File: src/rtl/switch_arb_pkg.sv
// Shared definitions for the switch output arbiter: FSM state encoding and
// the reset value convention for the round-robin last-winner pointer.
package switch_arb_pkg;

  typedef enum logic [1:0] {
    IDLE    = 2'd0,
    GRANT   = 2'd1,
    RELEASE = 2'd2
  } arb_state_e;

  // Last pointer resets to the highest port so that port 0 is checked first.
  function automatic int unsigned reset_last(input int unsigned ports);
    return ports - 32'd1;
  endfunction

endpackage

File: src/rtl/switch_output_arbiter_if.sv
// Request/ack bundle between the RX units, the output arbiter and the TX unit.
// The master modport is the arbiter side; slave is the RX/TX environment side.
interface switch_output_arbiter_if #(
  parameter int PORTS     = 5,
  parameter int PORT_BITS = 8
);

  logic [PORTS-1:0]     reqs_in;
  logic [PORTS-1:0]     acks_in;
  logic                 req_out;
  logic                 ack_out;
  logic [PORT_BITS-1:0] selected;
  logic                 active;

  modport master (
    input  reqs_in,
    input  ack_out,
    output acks_in,
    output req_out,
    output selected,
    output active
  );

  modport slave (
    output reqs_in,
    output ack_out,
    input  acks_in,
    input  req_out,
    input  selected,
    input  active
  );

endinterface

File: src/rtl/arb_rr_picker.sv
// Combinational winner selection: round-robin starting after last_i, or
// lowest-index-wins when ARB_FIXED_PRIO_EN is defined.
module arb_rr_picker #(
  parameter int PORTS     = 5,
  parameter int PORT_BITS = 8
) (
  input  logic [PORTS-1:0]     reqs_i,
  input  logic [PORT_BITS-1:0] last_i,
  output logic [PORT_BITS-1:0] winner_o,
  output logic                 any_o
);

  logic found_s;

  assign any_o = |reqs_i;

`ifdef ARB_FIXED_PRIO_EN
  logic unused_last_s;
  assign unused_last_s = ^last_i;

  // Lowest requesting index wins.
  always_comb begin
    winner_o = '0;
    found_s  = 1'b0;
    for (int j = 0; j < PORTS; j++) begin
      if (!found_s && reqs_i[j]) begin
        winner_o = PORT_BITS'(j);
        found_s  = 1'b1;
      end else begin
        found_s  = found_s;
      end
    end
  end
`else
  int idx_s;

  // Scan PORTS positions starting at last+1, wrapping past PORTS-1 to 0.
  always_comb begin
    winner_o = '0;
    found_s  = 1'b0;
    idx_s    = 0;
    for (int i = 1; i <= PORTS; i++) begin
      idx_s = int'(last_i) + i;
      if (idx_s >= PORTS) begin
        idx_s = idx_s - PORTS;
      end else begin
        idx_s = idx_s;
      end
      for (int j = 0; j < PORTS; j++) begin
        if (!found_s && (j == idx_s) && reqs_i[j]) begin
          winner_o = PORT_BITS'(j);
          found_s  = 1'b1;
        end else begin
          found_s  = found_s;
        end
      end
    end
  end
`endif

endmodule

File: src/rtl/switch_output_arbiter.sv
// Per-output-port arbiter: picks one requesting RX unit, runs a 4-phase
// req/ack with the TX unit and returns the ack. Fixed priority: ARB_FIXED_PRIO_EN.
module switch_output_arbiter
  import switch_arb_pkg::*;
#(
  parameter int ID        = 0,
  parameter int SUBID     = 0,
  parameter int PORTS     = 5,
  parameter int PORT_BITS = 8
) (
  input logic                     clk,
  input logic                     reset,
  switch_output_arbiter_if.master bus
);

  localparam logic [PORT_BITS-1:0] RESET_LAST_IDX = PORT_BITS'(reset_last(PORTS));

  arb_state_e           state_q, state_d;
  logic [PORT_BITS-1:0] sel_q, sel_d;
  logic [PORT_BITS-1:0] last_q, last_d;
  logic [PORTS-1:0]     acks_q, acks_d;
  logic                 req_q, req_d;
  logic                 active_q, active_d;

  logic [PORT_BITS-1:0] winner_s;
  logic                 any_s;
  logic                 win_req_s;
  logic [31:0]          unused_id_s;

  assign unused_id_s = 32'(ID) ^ 32'(SUBID);

  arb_rr_picker #(
    .PORTS     (PORTS),
    .PORT_BITS (PORT_BITS)
  ) u_picker (
    .reqs_i   (bus.reqs_in),
    .last_i   (last_q),
    .winner_o (winner_s),
    .any_o    (any_s)
  );

  // In RELEASE acks_q is one-hot on the winner, so this is reqs_in[w].
  assign win_req_s = |(bus.reqs_in & acks_q);

  // Next-state and output decode of the handshake FSM.
  always_comb begin
    state_d  = state_q;
    sel_d    = sel_q;
    last_d   = last_q;
    acks_d   = acks_q;
    req_d    = req_q;
    active_d = active_q;
    case (state_q)
      IDLE: begin
        if (any_s) begin
          sel_d    = winner_s;
          active_d = 1'b1;
          req_d    = 1'b1;
          state_d  = GRANT;
        end else begin
          state_d  = IDLE;
        end
      end
      GRANT: begin
        if (bus.ack_out) begin
          req_d   = 1'b0;
          for (int j = 0; j < PORTS; j++) begin
            acks_d[j] = (sel_q == PORT_BITS'(j));
          end
          state_d = RELEASE;
        end else begin
          state_d = GRANT;
        end
      end
      RELEASE: begin
        if (!win_req_s && !bus.ack_out) begin
          acks_d   = '0;
          active_d = 1'b0;
          last_d   = sel_q;
          state_d  = IDLE;
        end else begin
          state_d  = RELEASE;
        end
      end
      default: begin
        acks_d   = '0;
        req_d    = 1'b0;
        active_d = 1'b0;
        state_d  = IDLE;
      end
    endcase
  end

  // State and registered outputs; reset drops any pending connection.
  always_ff @(posedge clk or posedge reset) begin
    if (reset) begin
      state_q  <= IDLE;
      sel_q    <= '0;
      last_q   <= RESET_LAST_IDX;
      acks_q   <= '0;
      req_q    <= 1'b0;
      active_q <= 1'b0;
    end else begin
      state_q  <= state_d;
      sel_q    <= sel_d;
      last_q   <= last_d;
      acks_q   <= acks_d;
      req_q    <= req_d;
      active_q <= active_d;
    end
  end

  assign bus.acks_in  = acks_q;
  assign bus.req_out  = req_q;
  assign bus.selected = sel_q;
  assign bus.active   = active_q;

endmodule

File: src/flat_wrapper.sv
// flat-port wrapper written by rule: the top's interface ports become plain ports
module switch_output_arbiter_flat import switch_arb_pkg::*;
#(
  parameter int ID        = 0,
  parameter int SUBID     = 0,
  parameter int PORTS     = 5,
  parameter int PORT_BITS = 8
)
  (clk, reset, bus_reqs_in, bus_ack_out, bus_acks_in, bus_req_out, bus_selected, bus_active);
  switch_output_arbiter_if #(.PORTS(PORTS), .PORT_BITS(PORT_BITS)) bus_i ();
  input logic clk;
  input logic reset;
  input wire logic [$bits(bus_i.reqs_in)-1:0] bus_reqs_in;
  input wire logic [$bits(bus_i.ack_out)-1:0] bus_ack_out;
  output wire logic [$bits(bus_i.acks_in)-1:0] bus_acks_in;
  output wire logic [$bits(bus_i.req_out)-1:0] bus_req_out;
  output wire logic [$bits(bus_i.selected)-1:0] bus_selected;
  output wire logic [$bits(bus_i.active)-1:0] bus_active;
  assign bus_i.reqs_in = bus_reqs_in;
  assign bus_i.ack_out = bus_ack_out;
  assign bus_acks_in = bus_i.acks_in;
  assign bus_req_out = bus_i.req_out;
  assign bus_selected = bus_i.selected;
  assign bus_active = bus_i.active;
  switch_output_arbiter #(.ID(ID), .SUBID(SUBID), .PORTS(PORTS), .PORT_BITS(PORT_BITS)) u_core (.clk(clk), .reset(reset), .bus(bus_i));
endmodule
File: config.mk
export PLATFORM = sky130hd
export DESIGN_NAME = switch_output_arbiter_flat
export DESIGN_NICKNAME = d
export VERILOG_FILES = /design/src/rtl/switch_arb_pkg.sv /design/src/rtl/switch_output_arbiter_if.sv /design/src/rtl/arb_rr_picker.sv /design/src/rtl/switch_output_arbiter.sv /design/src/flat_wrapper.sv
export SDC_FILE = /design/constraint.sdc
export NUM_CORES = 1
export LEC_CHECK = 0
export BUFFER_PORTS_ARGS = -buffer_cell sky130_fd_sc_hd__buf_4
export CORE_MARGIN = 3
export CORE_UTILIZATION = 55
export DETAILED_ROUTE_END_ITERATION = 16
export PLACE_DENSITY_LB_ADDON = 0.2
export SYNTH_ARGS = -nofsm -noshare
export SYNTH_HDL_FRONTEND = slang
export SYNTH_HIERARCHICAL = 1
export SYNTH_SLANG_ARGS = --single-unit
File: constraint.sdc
create_clock -name clk -period 4.6 [get_ports clk]
set_clock_uncertainty 0.15 [all_clocks]
set_input_delay 0.92 -clock clk [delete_from_list [all_inputs] [get_ports clk]]
set_output_delay 0.92 -clock clk [all_outputs]
set_load 0.05 [all_outputs]
After elaboration in Yosys (flattened, before gate mapping)

Index checks and enable logic that the tools add are counted.

$add $sub $neg: 10
Magnitude comparators: 5
Eq/ne operators: 29
Multiplexer cells: 65
Bitwise gates (word level): 4
Reductions and logical operators: 90

Operator list:

| operator               | number |
|---|---|
| $eq A3 B32 Y1 const A  | 10 |
| $mux W8                | 23 |
| $eq A2 B32 Y1 const A  | 5 |
| $eq A4 B32 Y1 const A  | 5 |
| $logic_not A32 Y1      | 5 |
| $mux W32               | 5 |
| $logic_and A1 B1 Y1    | 50 |
| $sub A9 B3 Y10 const B | 5 |
| $ge A9 B3 Y1 const B   | 5 |
| $mux W1                | 29 |
| $logic_not A1 Y1       | 26 |
| $add A8 B2 Y9 const B  | 2 |
| $add A8 B3 Y9 const B  | 2 |
| $eq A8 B2 Y1 const B   | 2 |
| $pmux W5 S3            | 1 |
| $mux W5                | 2 |
| $reduce_or A5 Y1       | 2 |
| $add A8 B1 Y9 const B  | 1 |
| $reduce_and A3 Y1      | 3 |
| $eq A8 B1 Y1 const B   | 1 |
| $eq A8 B3 Y1 const B   | 1 |
| $logic_not A8 Y1       | 1 |
| $pmux W1 S3            | 2 |
| $pmux W2 S3            | 1 |
| other kinds (9)        | 14 |

Register bits: 25
Bits of input ports: 8
Output and inout bits: 15
Word-level logic and storage cells: 209

Longest topological paths before layout

Gate-level depths: netlist of the first run.

Word-level depth: 102
Mapped depth: 15
Mapped depth without buffers: 13

By module

Netlist of the first run, hierarchy kept.

Modules (own cells, without submodules):

| module                | instances | cells each | area each (um2) | sequential area each (um2) |
|---|---|---|---|---|
| arb_rr_picker         | 1         | 386        | 2,544.9         | 0.0 |
| switch_output_arbiter | 1         | 80         | 1,086.0         | 626.9 |

Worst setup path after synthesis of the first run

No wires, ideal clock.

Path type: reg2reg
From: register u_core.last_q[1]
To: register u_core.sel_q[1], in the netlist u_core/bus.selected[1]
Library setup time: 0.125 ns
Arrival: 4.241 ns
Data required time: 4.325 ns
Slack: 0.085 ns
Cell stages (with the launch flop): 15
Path buffers: 1
Period minus slack after synthesis: 4.515 ns
Path through: dfrtp_1 -> clkbuf_1 -> clkinv_1 -> ha_1 -> xnor2_1 -> nand3_1 -> nor2_1 -> mux2_2 -> a211o_4 -> a211o_1 -> o31ai_4 -> o32ai_1 -> or4_1 -> a221o_1 -> mux2_2

Longest elaborated chain between the ends: 102
Elaborated cells on any way between the ends: 165
Those cells by class: add/sub: 10; order compare: 5; eq/ne: 20; mux: 52; reduce/logical: 78

Ends and longest elaborated chain:

| element                                               | line                                     | source |
|---|---|---|
| start, declared                                       | switch_output_arbiter.sv:20              | `logic [PORT_BITS-1:0] last_q, last_d;` |
| start signal, assigned                                | switch_output_arbiter.sv:106             | `last_q <= last_d;` |
| $add A8 B1 Y9                                         | arb_rr_picker.sv:43                      | `idx_s = int'(last_i) + i;` |
| $sub A9 B3 Y10 / $ge A9 B3 Y1 (equally long branches) | arb_rr_picker.sv:45, arb_rr_picker.sv:44 |  |
| $mux W32                                              | arb_rr_picker.sv:44                      | `if (idx_s >= PORTS) begin` |
| $logic_not A32 Y1                                     | arb_rr_picker.sv:50                      | `if (!found_s && (j == idx_s) && reqs_i[j]) begin` |
| $logic_and A1 B1 Y1                                   | arb_rr_picker.sv:50                      |  |
| $mux W1                                               | arb_rr_picker.sv:50                      |  |
| $logic_not A1 Y1                                      | arb_rr_picker.sv:50                      |  |
| $logic_and A1 B1 Y1 (2 in a row)                      | arb_rr_picker.sv:50                      |  |
| [... 84 more ...]                                     | n/a                                      |  |
| $mux W1                                               | arb_rr_picker.sv:50                      |  |
| $logic_not A1 Y1                                      | arb_rr_picker.sv:50                      |  |
| $logic_and A1 B1 Y1 (2 in a row)                      | arb_rr_picker.sv:50                      |  |
| $mux W1                                               | arb_rr_picker.sv:50                      |  |
| $logic_not A1 Y1                                      | arb_rr_picker.sv:50                      |  |
| $logic_and A1 B1 Y1 (2 in a row)                      | arb_rr_picker.sv:50                      |  |
| $mux W8 *                                             | arb_rr_picker.sv:50                      |  |
| named net u_core.winner_s[1]                          | switch_output_arbiter.sv:25              | `logic [PORT_BITS-1:0] winner_s;` |
| end signal, assigned                                  | switch_output_arbiter.sv:105             | `sel_q <= sel_d;` |
| end, declared                                         | switch_output_arbiter.sv:19              | `logic [PORT_BITS-1:0] sel_q, sel_d;` |

Mark *: on every way through the listed nets, which the timed path passes. The rest lies on a longest branch.
A chain may end at the register's enable or synchronous reset.

Final worst setup path of the first run

From: register u_core.last_q[2]
To: register u_core.sel_q[1], in the netlist u_core/bus.selected[1]

The elaborated chain is that of the path after synthesis.

==> results.json, run 1 <==
{
  "status": "finished, final reports clean",
  "cts_max_path_buffers": 2,
  "finalHoldViolations": 0,
  "p_clk_share_pct": 4.7,
  "yosys_warnings": 6,
  "leakagePower_nw": 1.60,
  "vias": 3684,
  "hold_depth": 1,
  "drc_errors": 0,
  "report.final.slew_viol_count": 0,
  "cts_tree": "built",
  "internal_power_mw": 1.19,
  "synth_cells": 466,
  "powerDensity_mw_per_mm2": 699,
  "htree_levels": 1,
  "root_buffer": "clkbuf_8",
  "worst_pin_slew_ps": 937,
  "seqPwrFrac_pct": 18.0,
  "finalSetupTns_ps": 0,
  "power_frac_comb_pct": 77.3,
  "worst-setup-path-type": "flip-flop to flip-flop",
  "post-route-min-period_ps": 4280,
  "grt_max_degree": 31,
  "ys.flop_type": "dfrtp_1",
  "cts.sinks": 25,
  "synthDistinctLibCells": 86,
  "ys_seq_elements": 25,
  "pre_cts_ws_ps": 397,
  "drt_first_iter_violations": 356,
  "fillCellCount": 546,
  "synth_enable_flop_cells": 0,
  "ant_nets": 0,
  "whs_ps": 384,
  "cts_resized": 0,
  "min_path_type": "flip-flop to flip-flop",
  "rsz0062_at_grt": "false",
  "vdd_ir_drop_max_mv": 0.681,
  "synthArstFlopShare_pct": 100,
  "drive_gt1_share_pct": 20.0,
  "ioPinCount": 23,
  "grt.total_usage_pct": 26.8,
  "diodes": 0,
  "portBuffers": 22,
  "post_cts_buffers": 0,
  "antenna_found_initial": 0,
  "fmax_mhz": 234,
  "holdBufCountCts": 0,
  "syn_area_mm2": 0.00363,
  "slew_headroom_pct": 37.4,
  "end_kind": "flip-flop",
  "critPathArrivalTime_ps": 4290,
  "avgSynthCellArea_um2": 7.79,
  "die_h_um": 87.3,
  "required_ps": 4610,
  "grt_overflow_total": 0,
  "viasPerCell": 6.63,
  "area_delta_synth_final_pct": 7.75,
  "path_max_fanout": 12,
  "rows": 28,
  "maxCapViolCount": 0,
  "yosysSeqAreaShare_pct": 17.3,
  "hpwlAfterDp_mm": 7.66,
  "r2r_cells": 13,
  "grt_pass1_vias": 3359,
  "fin_crit_sh_pct": 93.1,
  "nets": 507,
  "routed_wl_mm": 10.1,
  "die_w_um": 87.3,
  "grt_pass1_wl_mm": 16.5,
  "routedWlPerCell_um": 18.2,
  "place_congestion": 0.982,
  "switching_power_mw": 1.54,
  "cts_buffers": 3,
  "clk_latency_ps": 260,
  "firstDrtPassIters": 5,
  "core-area_mm2": 0.00617,
  "clk_pin_slew_ps": 90,
  "swShare_pct": 56.4,
  "total_power_mw": 2.73,
  "cp-start-kind": "flip-flop",
  "initial_utilization_pct": 58.9,
  "worst_slack_ps": 318,
  "setup_viol": 0,
  "dieArea_mm2": 0.00761
}
==> final timing paths <==
| check | slack (ps) | to | start |
|---|---|---|---|
| hold reg to reg | 380 | u_core/bus.acks_in[0] | u_core/bus.acks_in[0] |
| setup / recovery | 320 | u_core/bus.selected[1] | u_core/last_q[2] |
| setup reg to reg | 320 | u_core/bus.selected[1] | u_core/last_q[2] |
| min in group asynchronous | 710 | u_core/bus.selected[5] | reset |
| hold / removal | 380 | u_core/bus.acks_in[0] | u_core/bus.acks_in[0] |
| max in group asynchronous | 3020 | u_core/last_q[0] | reset |
==> metal layers <==
metal	track usage, %	part of all wire, %	vias up
met5	0	0	-
met4	7.25	2.3	0
met3	2.37	7.1	28
met2	43.2	47	159
met1	38.3	44	1749
li1	-	-	1748
==> critical path, stage by stage (launching register included) <==
cell and delay [ps]:
dfstp_2 670, inv_1 170, ha_1 280, a21oi_1 390, nand3_1 140, o22ai_1 280
nand2_1 120, nor2_1 360, mux2i_1 260, o32a_2 170, nor3_1 50, or4_1 520
a221o_1 360, mux2_2 260
==> cell usage in the layout, fill, tap and decap left out, types with 3 or more instances in the layout <==
cell | Yosys | routed
mux2_2 | 20 | 20
a21o_1 | 10 | 10
nor3_1 | 10 | 10
a21oi_1 | 27 | 27
dfrtp_1 | 24 | 24
o31ai_1 | 4 | 4
buf_4 | 8 | 41
or3_1 | 4 | 4
clkbuf_8 | 0 | 3
nand3b_1 | 4 | 4
and2_1 | 3 | 3
a211oi_1 | 7 | 7
o22ai_1 | 5 | 5
a221o_1 | 3 | 3
nand2_1 | 49 | 49
inv_1 | 11 | 11
a22oi_1 | 4 | 4
a21boi_0 | 3 | 3
nand3_1 | 26 | 26
xor2_1 | 7 | 7
nor2b_1 | 6 | 6
mux2_1 | 4 | 4
xnor2_1 | 18 | 18
conb_1 | 1 | 5
and3_1 | 4 | 4
nand2b_1 | 7 | 7
mux2i_1 | 8 | 8
a31oi_1 | 9 | 9
nand4_1 | 8 | 8
nor2_1 | 32 | 32
o21ai_0 | 18 | 18
o21ai_1 | 4 | 4
a211o_1 | 3 | 3
ha_1 | 17 | 17
o21a_1 | 3 | 3
or4_1 | 3 | 3
nor4_1 | 5 | 5
==> kinds of logic after synthesis <==
logic type,count (synthesis),synth area share (%)
adder cells (fa/ha/maj),17,5.86
flip-flops,25,17.3
AO/OA/AOI/OAI,131,26.6
XOR/XNOR,25,6.03
multiplexers,33,10.3
AND/OR/NAND/NOR,186,27.4
buffers and inverters,48,6.44
other,1,0.103
==> area by class of cell <==
cell class	count	area, µm²	area share [%]
flip-flops and latches	25	627	16.0
repair buffers	41	308	7.87
clock inverters	1	5.00	0.128
multi-input cells	397	2790	71.2
inverters	14	52.6	1.34
clock buffers	3	41.3	1.06
well taps	75	93.8	2.40
==> power by group through the flow <==
stage / clock network, mW / registers, mW / logic, mW
CTS: 0.130 / 0.490 / 2.08
global route: 0.140 / 0.511 / 2.29
global placement: 0 / 0.487 / 2.04
detailed placement: 0 / 0.492 / 2.07
finish: 0.129 / 0.491 / 2.11
floorplan: 0 / 0.550 / 1.52
==> cell usage after synthesis (all sizes together) (4+ instances only) <==
cell type	count	area (µm²)
xor2	7	61.3
or2	5	31.3
mux2	24	270
a211o	4	43.8
xnor2	18	158
dfrtp	24	601
nand2b	7	43.8
o22ai	5	31.3
ha	17	213
nor2b	6	37.5
clkbuf	15	56.3
nor2	33	126
and3	5	32.5
a211oi	7	52.6
nand3b	4	30.0
a21o	10	75.1
nand3	27	140
o31ai	5	51.3
a31oi	9	56.3
a22oi	4	30.0
o21ai	22	110
nor4	7	56.3
and3b	4	37.5
buf	19	125
a21oi	29	153
inv	13	48.8
nand2	51	196
nor3	11	66.3
or3	4	25.0
mux2i	8	80.1
nand4	8	50.1
==> stage by stage <==
stage / util, % / cells / area, µm²
global placement: 62.7 / 552 / 3870
global route: 63.5 / 556 / 3910
finish: 63.5 / 556 / 3910
floorplan: - / 470 / 3650
CTS: 63.5 / 556 / 3910
detailed placement: 62.7 / 552 / 3870
==> flip-flops by register name (all words and copies together) (netlist names) <==
signal and count:
u_core/bus.selected 8, u_core/last_q 8, u_core/bus.acks_in 5, u_core/state_q 2
u_core/bus.active 1, u_core/bus.req_out 1
Power figures use the tool's default switching activity.
==> inputs of run 2 (changes only) <==
Settings changed: CORE_MARGIN 3 to 2.
==> run 2 against run 1 <==
Total power increased by 1.7%. Register-to-register slack better by 80 ps. Sequential power down 4.5%. Worst setup slack better by 84 ps. Largest cell class unchanged. Via count increased by 0.41%. Fmax is 2.0% higher. Utilization down 1.4 points. Critical path type unchanged.
==> results.json, run 2 (same netlist as run 1, synthesis figures left out) <==
{
  "worst_pin_slew_ps": 982,
  "grt_pass1_wl_mm": 17.7,
  "cts_tree": "built",
  "root_buffer": "clkbuf_8",
  "post-route-min-period_ps": 4200,
  "min_path_type": "flip-flop to flip-flop",
  "routed_wl_mm": 10.6,
  "ant_nets": 0,
  "die_w_um": 85.3,
  "grt_overflow_total": 0,
  "end_kind": "flip-flop",
  "firstDrtPassIters": 5,
  "place_congestion": 0.973,
  "rsz0062_at_grt": "false",
  "cts_max_path_buffers": 2,
  "final_common_cell": "nand2_1",
  "viasPerCell": 6.61,
  "crit_chain": "buf_4, ha_1, a21oi_2, xnor2_1, o21ai_1, mux2_2, a211o_4, a211o_1, o31ai_4, o32ai_1, or4_1, a221o_1, mux2_2",
  "cpMostUsedCell": "mux2_2",
  "area_delta_synth_final_pct": 8.55,
  "grt_pass1_vias": 3614,
  "hpwlAfterDp_mm": 7.88,
  "holdBufCountCts": 0,
  "core-area_mm2": 0.00635,
  "leakagePower_nw": 1.61,
  "cp-start-kind": "flip-flop",
  "worst-setup-path-type": "flip-flop to flip-flop",
  "clk_latency_ps": 270,
  "slew_headroom_pct": 34.5,
  "ioPinCount": 23,
  "final_util_pct": 62.1,
  "cts_buffers": 3,
  "maxCapViolCount": 0,
  "grt_max_degree": 36,
  "post_cts_buffers": 0,
  "die_h_um": 85.3,
  "hold_depth": 1,
  "finalSetupTns_ps": 0,
  "report.final.slew_viol_count": 0,
  "dieArea_mm2": 0.00727,
  "antenna_found_initial": 0,
  "mostFrequentLayoutCells": "49 x nand2_1, 42 x buf_4, 32 x nor2_1, 27 x a21oi_1, 26 x nand3_1",
  "grt.total_usage_pct": 29.9,
  "slowest_delay_ps": 650,
  "drt_first_iter_violations": 376,
  "required_ps": 4610,
  "routedWlPerCell_um": 18.9,
  "fmax_mhz": 238,
  "fin_crit_sh_pct": 91.3,
  "r2r_cells": 13,
  "cts.sinks": 25,
  "powerDensity_mw_per_mm2": 705,
  "clk_pin_slew_ps": 90,
  "cts_resized": 0,
  "status": "finished, final reports clean",
  "portBuffers": 22,
  "drive_gt1_share_pct": 20.1,
  "critPathArrivalTime_ps": 4210,
  "fillCellCount": 583,
  "diodes": 0,
  "cpMaxStageDelayCell": "dfstp_2",
  "setup_viol": 0,
  "finalHoldViolations": 0,
  "nets": 509,
  "rows": 29,
  "path_max_fanout": 13,
  "vias": 3699,
  "vdd_ir_drop_max_mv": 0.506,
  "initial_utilization_pct": 57.2,
  "drc_errors": 0,
  "htree_levels": 1
}
## run 2: area by class of cell
| type | count | area (µm²) | share of cell area (%) |
|---|---|---|---|
| Multi-Input combinational cell | 397 | 2790 | 70.7 |
| Sequential cell | 25 | 627 | 15.9 |
| Timing Repair Buffer | 43 | 335 | 8.51 |
| Tap cell | 77 | 96.3 | 2.44 |
| Inverter | 14 | 52.6 | 1.33 |
| Clock buffer | 4 | 45.0 | 1.14 |
## run 2: where the power goes
group	internal [mW]	total (mW)	leakage [nW]	switching (mW)
combinational	0.842	2.18	1.28	1.34
sequential	0.305	0.469	0.314	0.164
clock	0.0618	0.129	0.0228	0.0675
total	1.21	2.78	1.61	1.57
## run 2: routing by layer
| metal | wire [µm] | vias up | track usage, % | part of all wire, % |
|---|---|---|---|---|
| met5 | 0 | - | 0 | 0 |
| met4 | 155 | 0 | 8.08 | 1.5 |
| met3 | 645 | 12 | 2.33 | 6.1 |
| met2 | 5110 | 155 | 50.1 | 48 |
| met1 | 4690 | 1783 | 41.6 | 44 |
| li1 | - | 1749 | - | - |
## run 2: metrics by stage
step / instance area [µm²] / worst slack (ps) / power (mW) / hold WS (ps) / cells
2_1_floorplan: 3650 / 84.6 / 2.07 / 328 / 470
3_3_place_gp: 3900 / 506 / 2.57 / 353 / 556
3_5_place_dp: 3900 / 469 / 2.61 / 356 / 556
4_1_cts: 3940 / 449 / 2.75 / 377 / 560
5_1_grt: 3940 / 112 / 3.00 / 393 / 560
6_report: 3940 / 402 / 2.78 / 376 / 560
## run 2: worst paths after layout
path	from	endpoint	slack [ps]
setup / recovery	u_core/last_q[2]	u_core/bus.selected[1]	400
hold / removal	u_core/bus.acks_in[1]	u_core/bus.acks_in[1]	380
setup reg to reg	u_core/last_q[2]	u_core/bus.selected[1]	400
hold reg to reg	u_core/bus.acks_in[1]	u_core/bus.acks_in[1]	380
max in group asynchronous	reset	u_core/last_q[5]	2970
min in group asynchronous	reset	u_core/bus.active	730
## run 2: worst max-delay path: cells and delay by family (launching register included)
kind	cells	cell delay, ps
flops	1	650
simple gates	1	530
buf+inv	1	240
fa+ha+maj	1	260
compound gates	7	1400
mux	2	540
xor+xnor	1	310
